### src/rtl/retry_inorder_end_if.sv
// Bundle of all channels seen by retry_inorder_end: DMR-checked results in,
// in-order results out, and the retry request channel back to retry_start.
interface retry_inorder_end_if #(
  parameter type DataType = logic,
  parameter int  IDSize   = 4
);
  DataType           data_i;
  logic [IDSize-1:0] id_i;
  logic              needs_retry_i;
  logic              valid_i;
  logic              ready_o;

  DataType           data_o;
  logic              valid_o;
  logic              ready_i;

  logic [IDSize-1:0] retry_id_o;
  logic              retry_valid_o;
  logic              retry_ready_i;

  logic              duplicate_o;

  // The block's own view.
  modport slave (
    input  data_i, id_i, needs_retry_i, valid_i, ready_i, retry_ready_i,
    output ready_o, data_o, valid_o, retry_id_o, retry_valid_o, duplicate_o
  );

  // The surroundings: time_DMR_end, downstream consumer and retry_start.
  modport master (
    output data_i, id_i, needs_retry_i, valid_i, ready_i, retry_ready_i,
    input  ready_o, data_o, valid_o, retry_id_o, retry_valid_o, duplicate_o
  );
endinterface

### src/rtl/retry_inorder_end.sv
// Terminating stage of the time-DMR retry loop: failed IDs go back to
// retry_start, good results wait in an ID-indexed buffer and leave in ID order.
module retry_inorder_end #(
  parameter type DataType = logic,
  parameter int  IDSize   = 4
) (
  input logic                 clk_i,
  input logic                 rst_ni,
  retry_inorder_end_if.slave  bus
);

  localparam int Depth = 1 << IDSize;
  typedef logic [IDSize-1:0] id_t;

  logic [Depth-1:0] occ_q, occ_d;
  id_t              expected_id_q, expected_id_d;
  id_t              retry_id_q, retry_id_d;
  logic             retry_valid_q, retry_valid_d;
  logic             duplicate_q, duplicate_d;
  DataType          mem_q [Depth];
  DataType          mem_d [Depth];

  logic release_head;
  logic head_clash;
  logic good_ready;
  logic retry_ready;
  logic write_good;
  logic accept_retry;

  assign release_head = occ_q[expected_id_q] && bus.ready_i;
  // A write into the slot being released this cycle must wait one cycle.
  assign head_clash   = release_head && (bus.id_i == expected_id_q);
  assign good_ready   = !occ_q[bus.id_i] && !head_clash;
  assign retry_ready  = !retry_valid_q || bus.retry_ready_i;
  assign write_good   = bus.valid_i && !bus.needs_retry_i && good_ready;
  assign accept_retry = bus.valid_i && bus.needs_retry_i && retry_ready;

  assign bus.ready_o       = bus.needs_retry_i ? retry_ready : good_ready;
  assign bus.valid_o       = occ_q[expected_id_q];
  assign bus.data_o        = mem_q[expected_id_q];
  assign bus.retry_valid_o = retry_valid_q;
  assign bus.retry_id_o    = retry_id_q;
  assign bus.duplicate_o   = duplicate_q;

  genvar gi;
  generate
    for (gi = 0; gi < Depth; gi++) begin : g_slot
      logic hit_write;
      logic hit_release;
      assign hit_write   = write_good && (bus.id_i == id_t'(gi));
      assign hit_release = release_head && (expected_id_q == id_t'(gi));
      assign occ_d[gi]   = (occ_q[gi] && !hit_release) || hit_write;
      assign mem_d[gi]   = hit_write ? bus.data_i : mem_q[gi];
    end
  endgenerate

  always_comb begin
    expected_id_d = expected_id_q;
    if (release_head) begin
      expected_id_d = expected_id_q + id_t'(1);
    end
  end

  // Single-entry retry register; accept-and-drain in one cycle reloads it.
  always_comb begin
    retry_valid_d = retry_valid_q;
    retry_id_d    = retry_id_q;
    if (accept_retry) begin
      retry_valid_d = 1'b1;
      retry_id_d    = bus.id_i;
    end else if (retry_valid_q && bus.retry_ready_i) begin
      retry_valid_d = 1'b0;
    end
  end

  always_comb begin
    duplicate_d = bus.valid_i && !bus.needs_retry_i && occ_q[bus.id_i];
  end

  always_ff @(posedge clk_i or negedge rst_ni) begin
    if (!rst_ni) begin
      occ_q         <= '0;
      expected_id_q <= '0;
      retry_valid_q <= 1'b0;
      retry_id_q    <= '0;
      duplicate_q   <= 1'b0;
    end else begin
      occ_q         <= occ_d;
      expected_id_q <= expected_id_d;
      retry_valid_q <= retry_valid_d;
      retry_id_q    <= retry_id_d;
      duplicate_q   <= duplicate_d;
    end
  end

  // Payload storage carries no reset; a slot is only visible while occupied.
  always_ff @(posedge clk_i) begin
    mem_q <= mem_d;
  end

endmodule

### src/flat_wrapper.sv
// flat-port wrapper written by rule: the top's interface ports become plain ports
module retry_inorder_end_flat 
#(
  parameter type DataType = logic,
  parameter int  IDSize   = 4
)
  (clk_i, rst_ni, bus_data_i, bus_id_i, bus_needs_retry_i, bus_valid_i, bus_ready_i, bus_retry_ready_i, bus_ready_o, bus_data_o, bus_valid_o, bus_retry_id_o, bus_retry_valid_o, bus_duplicate_o);
  retry_inorder_end_if #(.DataType(DataType), .IDSize(IDSize)) bus_i ();
  input logic clk_i;
  input logic rst_ni;
  input wire logic [$bits(bus_i.data_i)-1:0] bus_data_i;
  input wire logic [$bits(bus_i.id_i)-1:0] bus_id_i;
  input wire logic [$bits(bus_i.needs_retry_i)-1:0] bus_needs_retry_i;
  input wire logic [$bits(bus_i.valid_i)-1:0] bus_valid_i;
  input wire logic [$bits(bus_i.ready_i)-1:0] bus_ready_i;
  input wire logic [$bits(bus_i.retry_ready_i)-1:0] bus_retry_ready_i;
  output wire logic [$bits(bus_i.ready_o)-1:0] bus_ready_o;
  output wire logic [$bits(bus_i.data_o)-1:0] bus_data_o;
  output wire logic [$bits(bus_i.valid_o)-1:0] bus_valid_o;
  output wire logic [$bits(bus_i.retry_id_o)-1:0] bus_retry_id_o;
  output wire logic [$bits(bus_i.retry_valid_o)-1:0] bus_retry_valid_o;
  output wire logic [$bits(bus_i.duplicate_o)-1:0] bus_duplicate_o;
  assign bus_i.data_i = bus_data_i;
  assign bus_i.id_i = bus_id_i;
  assign bus_i.needs_retry_i = bus_needs_retry_i;
  assign bus_i.valid_i = bus_valid_i;
  assign bus_i.ready_i = bus_ready_i;
  assign bus_i.retry_ready_i = bus_retry_ready_i;
  assign bus_ready_o = bus_i.ready_o;
  assign bus_data_o = bus_i.data_o;
  assign bus_valid_o = bus_i.valid_o;
  assign bus_retry_id_o = bus_i.retry_id_o;
  assign bus_retry_valid_o = bus_i.retry_valid_o;
  assign bus_duplicate_o = bus_i.duplicate_o;
  retry_inorder_end #(.DataType(DataType), .IDSize(IDSize)) u_core (.clk_i(clk_i), .rst_ni(rst_ni), .bus(bus_i));
endmodule
### config.mk
export PLATFORM = sky130hd
export DESIGN_NAME = retry_inorder_end_flat
export DESIGN_NICKNAME = d
export VERILOG_FILES = /design/src/rtl/retry_inorder_end_if.sv /design/src/rtl/retry_inorder_end.sv /design/src/flat_wrapper.sv
export SDC_FILE = /design/constraint.sdc
export NUM_CORES = 1
export LEC_CHECK = 0
export CORE_MARGIN = 2
export CORE_UTILIZATION = 57
export DETAILED_ROUTE_END_ITERATION = 8
export PLACE_DENSITY = 0.9
export SLEW_MARGIN = 40
export SYNTH_ARGS = -nofsm -noshare
export SYNTH_HDL_FRONTEND = slang
export SYNTH_SLANG_ARGS = --single-unit
### constraint.sdc
create_clock -name clk_i -period 5.4 [get_ports clk_i]
set_clock_uncertainty 0.05 [all_clocks]
set_input_delay 1.62 -clock clk_i [delete_from_list [all_inputs] [get_ports clk_i]]
set_output_delay 1.62 -clock clk_i [all_outputs]
set_load 0.01 [all_outputs]
==> results.tsv, run 1 <==
metric	value	unit
status	complete, no violations	
CP Capture Type	output port	
Syn Nets	197	
Worst-Margin Slew	586.8	ps
sw frac	37.75	%
main combinational cell family by area after synthesis	multiplexers	
vias in the first global route	1601	
Final Hold Fails	0	
compound-cell area share of the yosys netlist	10.36	%
cell area after synthesis	0.002295	mm²
post-synth top area cell	dfrtp_1	
Slew headroom	60.52	%
CTS Hold Buffers Added	0	
Worst EP required	3730	ps
first-pass GRT wire length	8.493	mm
H-Tree Depth	2	
initial core utilization	58.20	%
Max Cap Viol	0	
sequential-to-total area share from yosys stat	49.29	%
Die W	67.45	µm
fillers	287	
CTS tree	yes	
xor/xnor share of the synthesized area	0.7634	%
Num CTS Buffers	5	
# rows	23	
vias per std cell	6.398	
Reg power frac	39.4	%
DR vias	1657	
f_max	187.7	MHz
# DRC	0	
clk sink count	42	
I/O pin count	20	
clk buf depth	2	
Cell Int Power	849.7	µW
drt first pass iters	5	
Crit Path Max Fanout	8	
top cells by area, synth	dfrtp_1 (28%), edfxtp_1 (21%), mux4_1 (9.2%)	
endpoints failing setup	0	
Yosys cell types	40	
Overflow after GRT	0	
largest net degree at the start of global routing	27	
LEAKAGE	0.001050	µW
diode count	0	
All-Layer GR Usage	26.93	%
PortBufs	19	
synthesized-area fraction occupied by adder cells	2.181	%
cell area power density	515.1	mW/mm²
nets	223	
critical path arrival	3660	ps
drt first-iter violations	142	
share of post-route cells with drive strength above 1	16.27	%
fin. max-slew vios	0	
DP Area	0.002545	mm²
synthesis-to-layout area growth	15.49	%
YS warnings	0	
Clock Pin Slew Worst Setup and Hold Paths	70	ps
chip height	67.45	µm
PnR worst setup slack	72.88	ps
switching pwr	515.2	µW
Final period util	98.65	%
worst skew pair latency	300	ps
initial antenna violation count	0	
Hold Slack	455.3	ps
fin util	67.22	%
Synth Area in Simple Gates	14.34	%
die area	0.004550	mm²
worst setup path category	input port to output port	
core outline area	0.003943	mm²
post-DP HPWL	3.760	mm
Mean Syn Cell Area	12.61	µm²
EDFF count, synth	16	
Startpoint Class	input port	
Clock Power Share	17.7	%
RSZ-0062 raised after global routing	false	
root buf cell	clkbuf_8	
Routed Antenna Nets	0	
Gate power share	43.0	%
FF+latch count, synth	42	
total power	1365	µW
worst slack, placed	-142.5	ps
predominant post-synthesis flop cell	dfrtp_1	
WL per Instance	20.07	µm
area share of the largest cell type after synthesis	28.35	%
Hold WC Path Type	register to register	
global placement routability congestion	0.9370	
Final Cell Area	0.002650	mm²
VDD IR max	0.2380	mV
multiplexer share of the synthesized area	18.54	%
cell with the most instances after synthesis	dfrtp_1	
Synth Instances	182	
Post-synth ARST share	61.90	%
minimum clock period	5327	ps
Synth top cells by count	dfrtp_1 (26), nand2_1 (18), edfxtp_1 (16), nor2_1 (16), mux2_2 (10)	
DRT Wirelength	5.197	mm
cell usage in the layout (no fill, tap or decap), drive strengths merged, types with 3 or more instances in the layout:
| cell | netlist | final |
|---|---|---|
| edfxtp | 16 | 16 |
| mux4 | 11 | 11 |
| clkdlybuf4s50 | 0 | 18 |
| dfrtp | 26 | 26 |
| o21ai | 6 | 6 |
| nor3 | 3 | 3 |
| nor2 | 17 | 17 |
| clkinv | 4 | 5 |
| a31oi | 8 | 8 |
| nand2b | 7 | 7 |
| nand2 | 18 | 18 |
| o31ai | 8 | 8 |
| buf | 5 | 8 |
| inv | 7 | 7 |
| mux2 | 11 | 11 |
| nor4 | 6 | 6 |
| clkbuf | 3 | 6 |
| ha | 4 | 4 |
power by group through the flow:
stage | logic (µW) | clock network [µW] | registers [µW]
2_1_floorplan | 450 | 0 | 472
3_3_place_gp | 558 | 0 | 529
3_5_place_dp | 576 | 0 | 535
4_1_cts | 582 | 242 | 530
5_1_grt | 629 | 256 | 548
6_report | 587 | 241 | 537
area by class of cell:
class	instances	area (µm²)	share of cell area, %
clock buffer	6	72.57	2.738
clock inverter	2	33.78	1.275
inverter	11	41.29	1.558
multi-input combinational	121	1060	39.99
sequential	42	1131	42.68
tap	50	62.56	2.361
timing repair buffer	27	249.0	9.396
critical path, stage by stage:
cell	delay, ps
clkdlybuf4s50_1	680
mux4_2	280
mux2i_1	60
mux2_2	280
mux2_2	260
clkdlybuf4s50_1	480
through the flow:
| stage | setup TNS [ps] | instances |
|---|---|---|
| 4_1_cts | 0 | 259 |
| 3_5_place_dp | -142.5 | 251 |
| 3_3_place_gp | -98.85 | 251 |
| 2_1_floorplan | 0 | 182 |
| 6_report | 0 | 259 |
| 5_1_grt | 0 | 259 |
final timing paths:
path / from / endpoint / slack, ps / depth (start not counted)
max in group asynchronous: rst_ni / u_core.occ_q[0] / 3380 / 2
worst max register to register: u_core.expected_id_q[1] / u_core.occ_q[12] / 2980 / 4
min in group asynchronous: rst_ni / u_core.occ_q[11] / 1640 / 2
worst min register to register: u_core.bus.retry_id_o[3] / u_core.bus.retry_id_o[3] / 460 / 1
worst min-delay path: u_core.bus.retry_id_o[3] / u_core.bus.retry_id_o[3] / 460 / 1
worst max-delay path: bus_id_i[1] / bus_ready_o / 70 / 6
routing by layer:
metal	vias to the layer above	GRT usage (%)	share of wire [%]
met5	-	0	0
met4	0	9.694	1.9
met3	10	5.333	7.5
met2	68	44.68	49
met1	836	35.39	42
li1	743	-	-
registers in the layout (all words and copies together) (netlist names):
register	flops
u_core.mem_q	16
u_core.occ_q	16
u_core.bus.retry_id_o	4
u_core.expected_id_q	4
u_core.bus.duplicate_o	1
u_core.bus.retry_valid_o	1
cells by family after synthesis:
kind of cell / Yosys count
adder cells (fa/ha/maj): 4
buffers and inverters: 19
multiplexers: 24
AO/OA/AOI/OAI: 29
flip-flops: 42
AND/OR/NAND/NOR: 62
XOR/XNOR: 2
what timing repair did:
action                                  4_1_cts  5_1_grt
resized for setup                             1        0
buffers inserted                              0        0
endpoints found under the setup margin        1        0
(Power assumes the default switching activity.)
==> run 2, diff against run 1 <==
- ABC_AREA: unset -> 1
- CORE_MARGIN: 2 -> unset
- PLACE_DENSITY: 0.9 -> 0.89
==> run 2 against run 1 <==
Global-route usage grew 1.1 points. Clock power decreased by 15%. Cell area increased by 4.5%. Die area is 0.12% higher. First-iteration DRC count grew 7.7%. Combinational power is essentially flat. Worst hold slack worse by 23 ps. Maximum frequency grew 7.1%. Sequential cell count did not move. Critical path depth is 3 higher. Highest routed layer unchanged.
==> results.tsv, run 2 <==
metric	value	unit
critical path arrival	3300	ps
DRT Wirelength	5.684	mm
largest net degree at the start of global routing	27	
Yosys cell types	24	
status	complete, no violations	
DP Area	0.002674	mm²
minimum clock period	4972	ps
Syn Nets	356	
YS warnings	0	
Worst R2R Setup Slack	3160	ps
RSZ-0062 raised after global routing	false	
Final Hold Fails	0	
worst skew pair latency	310	ps
LEAKAGE	0.001460	µW
Hold WC Path Type	register to register	
Hold Slack	432.4	ps
worst setup path category	input port to output port	
drt first-iter violations	153	
main combinational cell family by area after synthesis	simple AND/OR/NAND/NOR gates	
H-Tree Depth	2	
switching pwr	558.5	µW
Routed Antenna Nets	0	
PortBufs	19	
Worst EP required	3730	ps
chip height	67.49	µm
WL per Instance	13.83	µm
compound-cell area share of the yosys netlist	4.708	%
I/O pin count	20	
CP Capture Type	output port	
global placement routability congestion	0.9003	
Hold Path Sink	u_core.occ_q[3]	
worst slack, placed	139.0	ps
die area	0.004555	mm²
Final Cell Area	0.002770	mm²
CTS tree	yes	
reg2reg path depth	10	
clk sink count	42	
Max Cap Viol	0	
Critical R2R Capture	u_core.expected_id_q[2]	
first-pass GRT wire length	9.052	mm
Cell Int Power	706.3	µW
Startpoint Class	input port	
Crit Path Max Fanout	5	
vias in the first global route	1952	
synthesized-area fraction occupied by adder cells	2.047	%
# rows	23	
Crit Reg-Reg Startpoint	u_core.expected_id_q[1]	
top cells by area, synth	dfrtp_1 (27%), edfxtp_1 (20%), nand2_1 (14%)	
sw frac	44.16	%
Placed Cells incl. Taps	403	
Clock Pin Slew Worst Setup and Hold Paths	70	ps
nets	375	
initial core utilization	60.25	%
xor/xnor share of the synthesized area	0.7165	%
Slew headroom	53.60	%
root buf cell	clkbuf_8	
VDD IR max	0.3085	mV
Num CTS Buffers	5	
Reg power frac	37.4	%
cell area power density	456.6	mW/mm²
EDFF count, synth	16	
cell area after synthesis	0.002445	mm²
initial antenna violation count	0	
post-synth top area cell	dfrtp_1	
area share of the largest cell type after synthesis	26.61	%
setup TNS	0	ps
endpoints failing setup	0	
Synth top cells by count	nand2_1 (89), nor2_1 (57), inv_1 (55), nand3_1 (47), dfrtp_1 (26)	
hold path start	u_core.occ_q[3]	
clk buf depth	2	
sequential-to-total area share from yosys stat	46.26	%
Mean Syn Cell Area	7.170	µm²
Synth Area in Simple Gates	34.54	%
DR vias	2169	
Clock Power Share	16.1	%
Post-synth ARST share	61.90	%
drt first pass iters	4	
predominant post-synthesis flop cell	dfrtp_1	
Synth Instances	341	
Overflow after GRT	0	
diode count	0	
WHS Path Cells	2	
cell with the most instances after synthesis	nand2_1	
multiplexer share of the synthesized area	0.4606	%
PnR worst setup slack	427.9	ps
Gate power share	46.4	%
post-DP HPWL	4.115	mm
commonest non-fill, non-tap cells in the layout	nand2_1 (88), nor2_1 (56), inv_1 (55)	
All-Layer GR Usage	28.02	%
# DRC	0	
final cell count without fillers	411	
Final period util	92.08	%
Die W	67.49	µm
f_max	201.1	MHz
Worst-Margin Slew	693.8	ps
FF+latch count, synth	42	
most common cell after layout, fill and taps aside	nand2_1	
synthesis-to-layout area growth	13.31	%
share of post-route cells with drive strength above 1	6.094	%
Largest regs	u_core.mem_q x16, u_core.occ_q x16	
core outline area	0.004058	mm²
fin. max-slew vios	0	
vias per std cell	5.277	
run 2: cell count changes in the layout (fill, tap and decap cells not counted), sizes merged, moves of 4 or more:
cell	delta
nand2	+73
inv	+51
nand3	+47
nor2	+42
mux4	-11
mux2	-10
a31oi	-8
o31ai	-8
nand2b	-7
o21ai	+7
nor4	-6
a21oi	+5
buf	-4
run 2: layer usage:
layer | routed length, µm | part of all wire [%] | track usage (%) | up-vias
met1 | 2527 | 44 | 36.10 | 997
li1 | - | - | - | 1093
met2 | 2703 | 48 | 45.30 | 71
met4 | 101 | 1.8 | 11.44 | 0
met3 | 352 | 6.2 | 6.081 | 8
met5 | 0 | 0 | 0 | -
run 2: how the worst max path moves through the flow:
stage                      startpoint     endpoint  slack [ps]  cells past startpoint
after floorplan           bus_id_i[1]  bus_ready_o        1140                     10
after global placement    bus_id_i[0]  bus_ready_o         180                     11
after detailed placement  bus_id_i[0]  bus_ready_o         140                     11
after CTS                 bus_id_i[0]  bus_ready_o         120                     11
after global routing      bus_id_i[3]  bus_ready_o         310                      9
final                     bus_id_i[3]  bus_ready_o         430                      9
run 2: cell type report:
type                            count  area [µm²]
Inverter                           59       221.5
Timing Repair Buffer               23       225.2
Fill cell                         333        1287
Clock inverter                      2       13.76
Tap cell                           50       62.56
Multi-Input combinational cell    229        1044
Sequential cell                    42        1131
Clock buffer                        6       72.57
run 2: power groups by stage:
stage / sequential, µW / clock, µW / combinational (µW)
2_1_floorplan: 452 / 0 / 425
3_3_place_gp: 476 / 0 / 564
3_5_place_dp: 477 / 0 / 581
4_1_cts: 471 / 205 / 583
5_1_grt: 482 / 217 / 662
6_report: 474 / 204 / 587
run 2: worst max-delay path, stage by stage:
cell and delay, ps:
clkdlybuf4s50_1 460, nand2_1 180, inv_1 60, nand2_1 60, nand2_1 130, nor2_8 110, nand2_1 50, o21ai_1 80
clkdlybuf4s50_1 550
run 2: what timing repair did:
item | in CTS | in global routing
resized for setup | 0 | 3
endpoints found under the setup margin | 0 | 1
hold buffers | 0 | 0
setup buffers | 0 | 0
run 2: cell families (layout without fill, tap and decap cells):
group | count (synthesis) | after routing
flip-flops | 42 | 42
multiplexers | 1 | 1
buffers and inverters | 70 | 90
AO/OA/AOI/OAI | 22 | 22
XOR/XNOR | 2 | 2
adder cells (fa/ha/maj) | 4 | 4
AND/OR/NAND/NOR | 200 | 200
run 2: stage by stage:
| step | util, % | power [µW] |
|---|---|---|
| finish | 68.27 | 1265 |
| global route | 68.27 | 1361 |
| CTS | 68.02 | 1259 |
| detailed placement | 65.90 | 1058 |
| global placement | 65.90 | 1040 |
| floorplan | - | 877.1 |
